File: src/rtl/fetch_unit.sv
// -----------------------------------------------------------------------------
// fetch_unit
// Holds the program counter (PC) and instruction register (IR) of the basic
// processor. It sits directly upstream of the control decoder.
//   - The IR loads from memory on load_IR. It presents op to the decoder and
//     operand to the datapath.
//   - The PC advances or branches on load_PC:
//       INC_PC = 1 : increment the PC.
//       INC_PC = 0 : branch to the operand.
//   - mem_addr selects the shared memory address: pc while fetching, operand
//     otherwise.
//   - retired counts completed instructions and saturates at its maximum.
//   - halted is a sticky flag. It is set when a taken branch targets its own
//     address (branch-to-self).
//
// Optional feature, macro BRANCH_TRACE_EN:
//   Adds a 4-entry branch-history FIFO of {source pc, target} pairs.
//   When the FIFO is full and a branch is taken with no pop, the oldest entry
//   is overwritten and trace_ovf is set; trace_ovf stays set until reset.
//
// Ports:
//   clock, n_reset          rising-edge clock, asynchronous active-low reset
//   load_IR, load_PC,       strobes from the decoder
//     INC_PC
//   instr_data[WORD_W]      memory read data
//   op[OP_W]                IR opcode field
//   operand[ADDR_W]         IR address/immediate field
//   pc[ADDR_W]              current PC
//   mem_addr[ADDR_W]        memory address (combinational)
//   retired[CNT_W]          retired-instruction count (saturating)
//   halted                  sticky branch-to-self flag
//   trace_pop / trace_valid / trace_from / trace_to / trace_ovf
//                           branch trace, present only with BRANCH_TRACE_EN
//
// WORD_W must equal OP_W + ADDR_W.
// -----------------------------------------------------------------------------
module fetch_unit #(
    parameter int OP_W   = 3,
    parameter int ADDR_W = 5,
    parameter int WORD_W = 8,
    parameter int CNT_W  = 16
) (
    input  logic              clock,
    input  logic              n_reset,
    input  logic              load_IR,
    input  logic              load_PC,
    input  logic              INC_PC,
    input  logic [WORD_W-1:0] instr_data,
    output logic [OP_W-1:0]   op,
    output logic [ADDR_W-1:0] operand,
    output logic [ADDR_W-1:0] pc,
    output logic [ADDR_W-1:0] mem_addr,
    output logic [CNT_W-1:0]  retired,
    output logic              halted
`ifdef BRANCH_TRACE_EN
    ,
    input  logic              trace_pop,
    output logic              trace_valid,
    output logic [ADDR_W-1:0] trace_from,
    output logic [ADDR_W-1:0] trace_to,
    output logic              trace_ovf
`endif
);

    localparam logic [CNT_W-1:0]  CNT_MAX  = {CNT_W{1'b1}};
    localparam logic [CNT_W-1:0]  CNT_ONE  = {{(CNT_W-1){1'b0}}, 1'b1};
    localparam logic [ADDR_W-1:0] ADDR_ONE = {{(ADDR_W-1){1'b0}}, 1'b1};

    logic [WORD_W-1:0] ir_q, ir_d;
    logic [ADDR_W-1:0] pc_q, pc_d;
    logic [CNT_W-1:0]  retired_q, retired_d;
    logic              halted_q, halted_d;
    logic              branch_s;
    logic [ADDR_W-1:0] operand_s;

    assign operand_s = ir_q[ADDR_W-1:0];
    assign branch_s  = load_PC & ~INC_PC;

    // Next-state logic for IR, PC, retired counter and halt flag.
    // The IR and PC updates are independent, so a (nominally illegal)
    // cycle with both load_IR and load_PC high performs both updates.
    always_comb begin
        ir_d      = ir_q;
        pc_d      = pc_q;
        retired_d = retired_q;
        halted_d  = halted_q;

        if (load_IR) begin
            ir_d = instr_data;
        end else begin
            ir_d = ir_q;
        end

        if (load_PC && INC_PC) begin
            pc_d = pc_q + ADDR_ONE;
        end else if (branch_s) begin
            pc_d = operand_s;
        end else begin
            pc_d = pc_q;
        end

        if (load_PC && (retired_q != CNT_MAX)) begin
            retired_d = retired_q + CNT_ONE;
        end else begin
            retired_d = retired_q;
        end

        // The branch-to-self compare uses the pre-update PC.
        if (branch_s && (operand_s == pc_q)) begin
            halted_d = 1'b1;
        end else begin
            halted_d = halted_q;
        end
    end

    // Core state registers.
    always_ff @(posedge clock or negedge n_reset) begin
        if (!n_reset) begin
            ir_q      <= {WORD_W{1'b0}};
            pc_q      <= {ADDR_W{1'b0}};
            retired_q <= {CNT_W{1'b0}};
            halted_q  <= 1'b0;
        end else begin
            ir_q      <= ir_d;
            pc_q      <= pc_d;
            retired_q <= retired_d;
            halted_q  <= halted_d;
        end
    end

    assign op       = ir_q[WORD_W-1 -: OP_W];
    assign operand  = operand_s;
    assign pc       = pc_q;
    assign retired  = retired_q;
    assign halted   = halted_q;
    assign mem_addr = load_IR ? pc_q : operand_s;

`ifdef BRANCH_TRACE_EN
    logic [ADDR_W-1:0] tfrom_q [4];
    logic [ADDR_W-1:0] tto_q   [4];
    logic [1:0]        head_q, head_d;
    logic [1:0]        tail_q, tail_d;
    logic [2:0]        count_q, count_d;
    logic              ovf_q, ovf_d;
    logic              pop_s;
    logic              full_s;

    // A pop request on an empty FIFO is ignored.
    assign pop_s  = trace_pop & (count_q != 3'd0);
    assign full_s = (count_q == 3'd4);

    // FIFO pointer, occupancy and overflow next-state logic.
    // When the FIFO is full, the write slot (tail) coincides with head.
    // A push while full therefore replaces the oldest entry, and head must
    // advance with it. This is the same pointer motion as pop-then-push.
    always_comb begin
        head_d  = head_q;
        tail_d  = tail_q;
        count_d = count_q;
        ovf_d   = ovf_q;
        if (branch_s) begin
            tail_d = tail_q + 2'd1;
            if (pop_s || full_s) begin
                head_d  = head_q + 2'd1;
                count_d = count_q;
            end else begin
                head_d  = head_q;
                count_d = count_q + 3'd1;
            end
            if (full_s && !pop_s) begin
                ovf_d = 1'b1;
            end else begin
                ovf_d = ovf_q;
            end
        end else if (pop_s) begin
            head_d  = head_q + 2'd1;
            count_d = count_q - 3'd1;
        end else begin
            head_d  = head_q;
            count_d = count_q;
        end
    end

    // FIFO control registers.
    always_ff @(posedge clock or negedge n_reset) begin
        if (!n_reset) begin
            head_q  <= 2'd0;
            tail_q  <= 2'd0;
            count_q <= 3'd0;
            ovf_q   <= 1'b0;
        end else begin
            head_q  <= head_d;
            tail_q  <= tail_d;
            count_q <= count_d;
            ovf_q   <= ovf_d;
        end
    end

    // FIFO storage, written at tail on every taken branch.
    always_ff @(posedge clock or negedge n_reset) begin
        if (!n_reset) begin
            for (int i = 0; i < 4; i++) begin
                tfrom_q[i] <= {ADDR_W{1'b0}};
                tto_q[i]   <= {ADDR_W{1'b0}};
            end
        end else if (branch_s) begin
            tfrom_q[tail_q] <= pc_q;
            tto_q[tail_q]   <= operand_s;
        end
    end

    assign trace_valid = (count_q != 3'd0);
    assign trace_from  = tfrom_q[head_q];
    assign trace_to    = tto_q[head_q];
    assign trace_ovf   = ovf_q;
`endif

endmodule

File: config.mk
export PLATFORM = sky130hd
export DESIGN_NAME = fetch_unit
export DESIGN_NICKNAME = d
export VERILOG_FILES = /design/src/rtl/fetch_unit.sv
export SDC_FILE = /design/constraint.sdc
export NUM_CORES = 1
export LEC_CHECK = 0
export ABC_AREA = 1
export CORE_ASPECT_RATIO = 0.5
export CORE_MARGIN = 2
export CORE_UTILIZATION = 40
export DETAILED_ROUTE_END_ITERATION = 7
export GPL_TIMING_DRIVEN = 0
export PLACE_DENSITY = 0.71
export SETUP_SLACK_MARGIN = 0.5
export SLEW_MARGIN = 20
export SYNTH_ARGS = -nofsm -noshare
export SYNTH_HDL_FRONTEND = slang
export SYNTH_SLANG_ARGS = --single-unit
File: constraint.sdc
create_clock -name clock -period 1.4 [get_ports clock]
set_input_delay 0.35 -clock clock [delete_from_list [all_inputs] [get_ports clock]]
set_output_delay 0.35 -clock clock [all_outputs]
set_load 0.05 [all_outputs]
==> metrics.txt, run 1 <==
Max Slew Vio Count 0; yosys warns 0; status complete, but fails checks; Setup violations, final 7; Worst-path clk slew 70 ps; synthesis-stage register bit count 30; Pwr per Cell Area 1250 nW/µm²; syn_area_per_cell 7.13 µm²; GRT Util Overall 24.1%; setup slack after layout -42.7 ps; crit path time final 1440 ps; crit share post-route 103%; DIE HEIGHT 50.4 µm; placer congestion estimate 0.846; max-cap violations 0; number of synthesized flops with an enable pin 0; maximum clock insertion buffer count 2; FP Rows 16; slowest cell on the critical path dfrtp_4; die area 4890 µm²; drt wl/cell 15.8 µm; fillers 233; Sum Neg Setup Slack -138 ps; Placeable Area 4020 µm²; unrepaired setup endpoints after global routing true; Tightest Pin Transition 677 ps; Hold Path Class in2async; Max VDD drop 1.13 mV; ys flop type dfrtp_1; number of remaining DRC errors 0; CP cell instances inv_2 > o21ai_4 > buf_6; Root Driver clkbuf_8; WL final 6.33 mm; drt initial violations 125; CP Data Arrival Time 1090 ps; Initial Util 42.9%; CTS tree done; Final Hold Fails 0; ys async rst share 100%; Worst Skew 5.44 ps; Remaining Overflow, GRT 0; P&R area growth vs syn 95.4%; Startpoint Class flip-flop; worst reg-to-reg setup slack -30 ps; fin nets 360; CTS Sinks 30; CTS buffer count 5; sequential-to-total area share from yosys stat 43.5%; Post-Syn Area 1730 µm²; synth unique cells 23; Largest stage delay, worst path 450 ps; worst-path maximum fanout 3; Post-synth top cells nand2_1, dfrtp_1, inv_1, nor2_1, nand3_1; Antenna diodes 0; R2R depth 7; num ports 48; vias in the first global route 2003; die width 96.9 µm; first-pass detailed-route iteration total 4; fmax 693 MHz; Synth area leaders dfrtp_1, nand2_1, inv_1; H-Tree Level Count 2; critical path endpoint category output pin; largest net degree at the start of global routing 31; Reg-to-Reg End retired[4]$_DFFE_PN0P_; Post-Synthesis Net Count 257; first-pass GRT wire length 9.18 mm; vias after detailed routing 2070; worst r2r src retired[1]$_DFFE_PN0P_; Hold-fix buffers, CTS 0; initial antenna violation count 0; largest delay contributor family on the critical path flip-flops; via/cell ratio 5.18; Max transition margin 54.9%; Antenna Nets Post-Route 0; Synth area leader dfrtp_1; Setup Crit Path Kind reg2out; pre-CTS WS -620 ps; Worst Path Required 1050 ps; share of the synthesized area in the top cell type 43.5%; clk_lat worst skew 300 ps; cells after synthesis 242; share of post-route cells with drive strength above 1 54.9%; failing checks setup timing; DP HPWL 3.13 mm; crit path buf inv count 2; # port buffers 45; count leader, synth nand2_1; total power 4.22 mW; leakage 1.56 nW
## placed cells by master (no fill, tap or decap), types with 2 or more instances in the layout
master and instances:
nand3_4 2, bufinv_16 2, xnor2_1 2, xor2_1 3, buf_8 30, inv_1 15, clkdlybuf4s50_1 8, nand3b_1 6
nand2_1 95, buf_6 24, buf_4 32, nand3_2 4, nor2_2 6, clkbuf_8 6, ha_4 2, nor2_4 7
buf_12 3, nand3_1 5, nand2_4 3, nand4_1 6, nand2_2 18, inv_2 4, nor2_1 10, o21ai_4 5
dfrtp_2 29, o211ai_1 4, inv_4 3
## logic make-up (layout without fill, tap and decap cells)
| kind of cell | Yosys count | count (layout) | synth area share [%] |
|---|---|---|---|
| and+or+nand+nor | 165 | 165 | 41.3 |
| DFF | 30 | 30 | 43.5 |
| buffers and inverters | 27 | 131 | 6.45 |
| AOI/OAI and AO/OA | 12 | 12 | 4.28 |
| xor gates and xnor gates | 6 | 6 | 3.05 |
| adders and majority gates | 2 | 2 | 1.45 |
## where the power goes
group | switching (mW) | internal (mW)
Clock | 0.384 | 0.760
Combinational | 1.02 | 0.864
Sequential | 0.194 | 0.998
## sequential cells by signal, summed over array words and instances, names as in the netlist
register  count
pc            5
retired      16
ir_q          8
halted        1
## worst max path at each step
stage                           startpoint                       to  slack, ps  cells past startpoint
floorplan           retired[0]$_DFFE_PN0P_  retired[14]$_DFFE_PN0P_        -20                      7
global placement                   n_reset        pc[0]$_DFFE_PN0P_       -810                      1
detailed placement                 load_IR              mem_addr[3]       -620                      6
CTS                      pc[0]$_DFFE_PN0P_              mem_addr[0]        -30                      3
global route        retired[1]$_DFFE_PN0P_  retired[11]$_DFFE_PN0P_       -100                      7
finish                   pc[0]$_DFFE_PN0P_              mem_addr[0]        -40                      3
## layout make-up
type                    count  area (µm²)  share of cell area, %
flip-flops and latches     30         791                   23.5
clock inverters             2        60.1                   1.78
well taps                  54        67.6                   2.00
clock buffers               6        82.6                   2.45
multi-input cells         185        1130                   33.5
repair buffers             96        1080                   31.9
plain buffers               4        63.8                   1.89
inverters                  23         101                   3.01
## metal layers
metal	global-route usage (%)	wire length, µm	up-vias
met2	41.7	3190	91
met5	0	0	-
met4	11.0	159	0
met1	29.5	2600	998
met3	5.15	378	16
li1	-	-	965
## per-stage QoR
step	utilization (%)	instances	area, µm²	hold slack [ps]
finish	83.8	400	3370	85.4
global route	83.8	400	3370	146
CTS	78.0	385	3140	124
detailed placement	60.7	341	2440	435
global placement	60.8	341	2450	454
floorplan	-	242	1930	54.4
## worst register-to-register path: stages, from the launching register on
cell and delay, ps:
dfrtp_2 440, ha_4 210, nand3_4 100, inv_4 80, nand4_4 150, buf_6 190
nand3b_1 80, nand2_1 60
## repair_timing
action | CTS | global route
buffers inserted | 35 | 15
resized for setup | 311 | 32
pin swaps | 32 | 16
cloned | 1 | 0
setup endpoints to repair | 57 | 59
Note: power is estimated with default switching activity, not from simulation.
==> run 2, diff against run 1 <==
Settings changed: CORE_MARGIN 2 to not set.
==> run 2 against run 1 <==
Effect of this change:
- the run still ends with setup timing left
- fmax is 2.2% higher
- sequential share of layout area grew 1.5 points
- global-route usage fell by 0.24 points
- via count shrank 6.7%
- core utilization decreased by 5.1 points
- largest cell class is now multi-input gates
==> metrics.txt, run 2 (synthesis gave the netlist of run 1 again) <==
status complete, but fails checks; failing checks setup timing; first-pass GRT wire length 8.48 mm (-7.7%); Worst-path clk slew 70 ps (about the same); num ports 48 (unchanged); most frequent cells in the layout nand2_1, buf_8, buf_4, dfrtp_2, buf_6; CP Data Arrival Time 1060 ps (-30 ps); grt met1 use 31.3% (+1.8 points); Setup Crit Path Kind reg2out; Max transition margin 54.0% (-0.89 points); first-pass detailed-route iteration total 4 (unchanged); Antenna Nets Post-Route 0 (unchanged); Setup violations, final 1 (-6); GRT met2 Usage 40.5% (-1.1 points); Hold-fix buffers, CTS 0 (unchanged); Max Slew Vio Count 0 (unchanged); FP Rows 16 (unchanged); worst-path maximum fanout 4 (+1); Antenna diodes 0 (unchanged); crit path time final 1410 ps (-31.0 ps); unrepaired setup endpoints after global routing true; worst reg-to-reg setup slack 10 ps (+40 ps); P&R area growth vs syn 83.6%; placer congestion estimate 0.835 (-1.3%); DIE HEIGHT 48.4 µm (-4.0%); H-Tree Level Count 2 (unchanged); commonest non-fill, non-tap cell in the layout nand2_1; # port buffers 45 (unchanged); vias after detailed routing 1932 (-6.7%); Largest register FFs 16 (unchanged); drt wl/cell 13.1 µm (-17%); CTS Sinks 30 (unchanged); die area 4600 µm² (-5.9%); setup slack after layout -11.7 ps (+31.0 ps); Initial Util 42.9% (unchanged); share of post-route cells with drive strength above 1 51.0% (-3.9 points); die width 94.9 µm (-2.1%); crit share post-route 101% (-2.2 points); Root Driver clkbuf_8; GRT Max-Usage Layer met2; Pwr per Cell Area 1140 nW/µm² (-8.5%); Placeable Area 4020 µm² (unchanged); max-cap violations 0 (unchanged); leakage 1.46 nW (-6.0%); dpl cell area 2440 µm² (unchanged); critical path endpoint category output pin; R2R depth 7 (unchanged); worst r2r src retired[1]$_DFFE_PN0P_; post-route cell area 3170 µm² (-6.0%); via/cell ratio 4.97 (-4.0%); Post-Layout Cell Count 389 (-2.8%); maximum clock insertion buffer count 2 (unchanged); placed cells 341 (unchanged); GRT Util Overall 23.9% (-0.24 points); clk_lat worst skew 280 ps (-20 ps); M3 GR Usage 5.35% (+0.19 points); fin nets 350 (-2.8%); DP HPWL 3.07 mm (-2.1%); Startpoint Class flip-flop; WL final 5.10 mm (-19%); number of remaining DRC errors 0 (unchanged); Reg-to-Reg End retired[3]$_DFFE_PN0P_; Worst Skew 3.05 ps (-2.39 ps); Worst Path Required 1050 ps (about the same); drt initial violations 62 (-50%); Remaining Overflow, GRT 0 (unchanged); Max VDD drop 0.997 mV (-12%); initial antenna violation count 0 (unchanged); total power 3.62 mW (-14%); Tightest Pin Transition 690 ps (+13.4 ps); Util after Layout 78.7% (-5.1 points); Final Hold Fails 0 (unchanged); CTS buffer count 5 (unchanged); Final Hold Slack 109 ps (+23.3 ps); CTS tree done; largest net degree at the start of global routing 31 (unchanged); vias in the first global route 1825 (-8.9%); fmax 708 MHz (+2.2%); Hold Path Class in2async
[run 2: worst max path at each step]
stage | from | to | slack [ps] | cells past startpoint
floorplan | retired[0]$_DFFE_PN0P_ | retired[14]$_DFFE_PN0P_ | -20 | 7
global placement | n_reset | pc[0]$_DFFE_PN0P_ | -790 | 1
detailed placement | load_IR | mem_addr[2] | -630 | 6
CTS | pc[0]$_DFFE_PN0P_ | mem_addr[0] | -10 | 3
global route | retired[1]$_DFFE_PN0P_ | retired[3]$_DFFE_PN0P_ | -50 | 7
finish | pc[0]$_DFFE_PN0P_ | mem_addr[0] | -10 | 3
[run 2: worst max-delay path, stage by stage, from the launching register on]
cell	delay, ps
dfrtp_4	450
inv_4	40
o21ai_4	120
buf_6	170
[run 2: layer usage]
metal	share of wire, %	up-vias
met5	0	-
met4	0.47	0
met3	4.5	2
met2	51	46
met1	44	937
li1	-	947
[run 2: timing repair]
item                                    in CTS  in global routing
endpoints found under the setup margin      57                 57
pin swaps                                   23                  9
buffers inserted                            29                 11
resized for setup                          305                 22
cloned                                       1                  0
[run 2: layout make-up]
class / instances / area (µm²)
multi-input cells: 185 / 1120
repair buffers: 86 / 951
fillers: 263 / 856
flip-flops and latches: 30 / 791
inverters: 23 / 101
clock buffers: 5 / 68.8
well taps: 54 / 67.6
plain buffers: 4 / 58.8
clock inverters: 2 / 10.0
[run 2: power by group]
| part | internal (mW) | switching, mW |
|---|---|---|
| logic | 0.811 | 0.959 |
| clock network | 0.333 | 0.331 |
| registers | 0.999 | 0.191 |
[run 2: stage by stage]
step,TNS [ps],worst slack [ps]
CTS,-20.4,-12.2
finish,-11.7,-11.7
global placement,-28740,-793
detailed placement,-7520,-633
global route,-391,-51.4
floorplan,-105,-19.5
==> run 3, diff against run 2 <==
Settings changed: CELL_PAD_IN_SITES_DETAIL_PLACEMENT set to 1, CELL_PAD_IN_SITES_GLOBAL_PLACEMENT set to 1, CORE_UTILIZATION 40 to 33, PLACE_DENSITY 0.71 to not set, PLACE_DENSITY_LB_ADDON set to 0.1.
Clock period 1.4 ns to 1.6 ns, I/O delays scaled along.
==> run 3 against run 2 <==
Effect of this change:
- the run now ends clean
- sequential share of layout area decreased by 0.79 points
- power decreased by 6.4%
- final cell count increased by 7.5%
- clock skew increased by 1.3 ps
- core utilization decreased by 13 points
- register-to-register slack improved by 120 ps
- global-route usage decreased by 1.1 points
- via count increased by 6.2%
- critical path type unchanged
- critical endpoint unchanged
- largest power group unchanged
==> metrics.txt, run 3 (synthesis gave the netlist of run 1 again) <==
Setup violations, final 0 (-1); worst-path maximum fanout 3 (-1); Startpoint Class flip-flop; CTS buffer count 5 (unchanged); top sig layer met4; CP cell instances inv_2 > o21ai_4 > buf_6; number of remaining DRC errors 0 (unchanged); crit path buf inv count 2 (unchanged); share of post-route cells with drive strength above 1 51.7% (+0.68 points); placer congestion estimate 0.780 (-6.6%); Final Hold Fails 0 (unchanged); Post-Layout Cell Count 418 (+7.5%); M1 WL 2.94 mm (+31%); clk_lat worst skew 290 ps (about the same); Root Driver clkbuf_8; slowest cell on the critical path dfrtp_4; DIE HEIGHT 53.1 µm (+9.7%); DP HPWL 3.79 mm (+24%); GRT Util Overall 22.8% (-1.1 points); FP Rows 18 (+2); Max transition margin 83.1% (+29 points); Util after Layout 65.3% (-13 points); vias after detailed routing 2051 (+6.2%); die width 104 µm (+9.9%); largest net degree at the start of global routing 31 (unchanged); register area 786 µm² (-0.63%); die area 5540 µm² (+21%); Gate power share 46.7% (-2.2 points); Antenna diodes 0 (unchanged); CTS tree done; Pwr per Cell Area 1040 nW/µm² (-8.8%); largest delay contributor family on the critical path flip-flops; Max Slew Vio Count 0 (unchanged); unrepaired setup endpoints after global routing true; P&R area growth vs syn 88.4%; most frequent cells in the layout nand2_1, buf_4, buf_6; initial antenna violation count 0 (unchanged); critical path endpoint category output pin; Placeable Area 4980 µm² (+24%); Largest stage delay, worst path 440 ps (about the same); Max VDD drop 0.428 mV (-57%); Remaining Overflow, GRT 0 (unchanged); # port buffers 45 (unchanged); H-Tree Level Count 2 (unchanged); drt wl/cell 16.8 µm (+28%); Psw 1.36 mW (-8.1%); Largest register FFs 16 (unchanged); Sum Neg Setup Slack 0 ps (+11.7 ps); num ports 48 (unchanged); WL final 7.01 mm (+38%); first-pass detailed-route iteration total 4 (unchanged); footprint of the multi-input gates 1120 µm² (+0.34%); Seq pwr share 30.4% (-2.4 points); fmax 675 MHz; crit path time final 1480 ps; maximum clock insertion buffer count 2 (unchanged); Routed met2 length 3.76 mm (+44%); leakage 1.55 nW (+5.6%); vias in the first global route 1992 (+9.2%); Initial Util 34.7% (-8.2 points); CP Data Arrival Time 1080 ps (+20 ps); Antenna Nets Post-Route 0 (unchanged); Power Internal 2.03 mW (-5.2%); Tightest Pin Transition 252 ps (-438 ps); Setup Crit Path Kind reg2out; Worst-path clk slew 70 ps (about the same); status complete, no violations; max-cap violations 0 (unchanged); Clock Power Share 22.9% (+4.6 points); Net Sw Frac 40.1% (-0.74 points); Worst Skew 4.39 ps (+1.34 ps); fillers 569 (+120%); CTS Sinks 30 (unchanged); Hold Path Class in2async; fin nets 362 (+3.4%); Met3 Wirelength 259 µm (+14%); Worst Path Required 1200 ps (+150 ps); drt initial violations 54 (-13%); crit share post-route 92.5%; first-pass GRT wire length 9.56 mm (+13%); via/cell ratio 4.91 (-1.2%); commonest non-fill, non-tap cell in the layout nand2_1; placed cells 358 (+5.0%)
-- run 3: changes by cell type in the layout (fill, tap and decap cells not counted), moves of 4 or more --
cell | before | now
buf_8 | 31 | 9
buf_6 | 18 | 37
buf_4 | 29 | 41
dfrtp_2 | 29 | 25
dfrtp_1 | 0 | 4
-- run 3: final cells by class --
| class | count | share of cell area [%] |
|---|---|---|
| Sequential cell | 30 | 24.2 |
| Tap cell | 70 | 2.69 |
| Multi-Input combinational cell | 185 | 34.6 |
| Clock inverter | 3 | 1.23 |
| Buffer | 4 | 1.96 |
| Timing Repair Buffer | 98 | 30.1 |
| Inverter | 23 | 3.12 |
| Clock buffer | 5 | 2.12 |
-- run 3: worst register-to-register path: cells and delay by family, from the launching register on --
kind / cells / cell delay (ps)
and+or+nand+nor: 5 / 720
buffers and inverters: 1 / 210
DFF: 1 / 420
-- run 3: power by group through the flow --
stage,clock (mW),combinational [mW],sequential (mW)
floorplan,0,0.379,1.36
global placement,0,1.02,1.05
detailed placement,0,1.06,1.06
CTS,0.786,1.33,1.03
global route,0.819,1.65,1.04
finish,0.776,1.58,1.03
-- run 3: final timing paths --
check	start	end	slack [ps]	cells past startpoint
worst max-delay path	pc[0]$_DFFE_PN0P_	mem_addr[0]	120	3
worst min register to register	ir_q[5]$_DFFE_PN0P_	ir_q[5]$_DFFE_PN0P_	510	2
worst max register to register	retired[6]$_DFFE_PN0P_	retired[8]$_DFFE_PN0P_	130	6
max in group asynchronous	n_reset	retired[13]$_DFFE_PN0P_	1330	2
worst min-delay path	n_reset	ir_q[1]$_DFFE_PN0P_	70	2
min in group clock	load_IR	ir_q[4]$_DFFE_PN0P_	400	4
-- run 3: metal layers --
metal	up-vias	GRT usage, %
met5	-	0
met4	0	6.19
met3	6	6.53
met2	42	42.9
met1	1032	25.9
li1	971	-
-- run 3: through the flow --
step	cell area [µm²]	total power, mW	worst slack (ps)	hold slack (ps)
2_1_floorplan	1920	1.74	181	104
3_3_place_gp	2460	2.08	-721	451
3_5_place_dp	2470	2.12	-548	374
4_1_cts	2940	3.14	119	64.4
5_1_grt	3250	3.51	81.0	76.9
6_report	3250	3.39	120	69.5
-- run 3: timing repair --
item,CTS,global route
cloned,1,0
pin swaps,23,20
buffers inserted,29,22
endpoints found under the setup margin,56,56
resized for setup,269,38
hold buffers,0,0
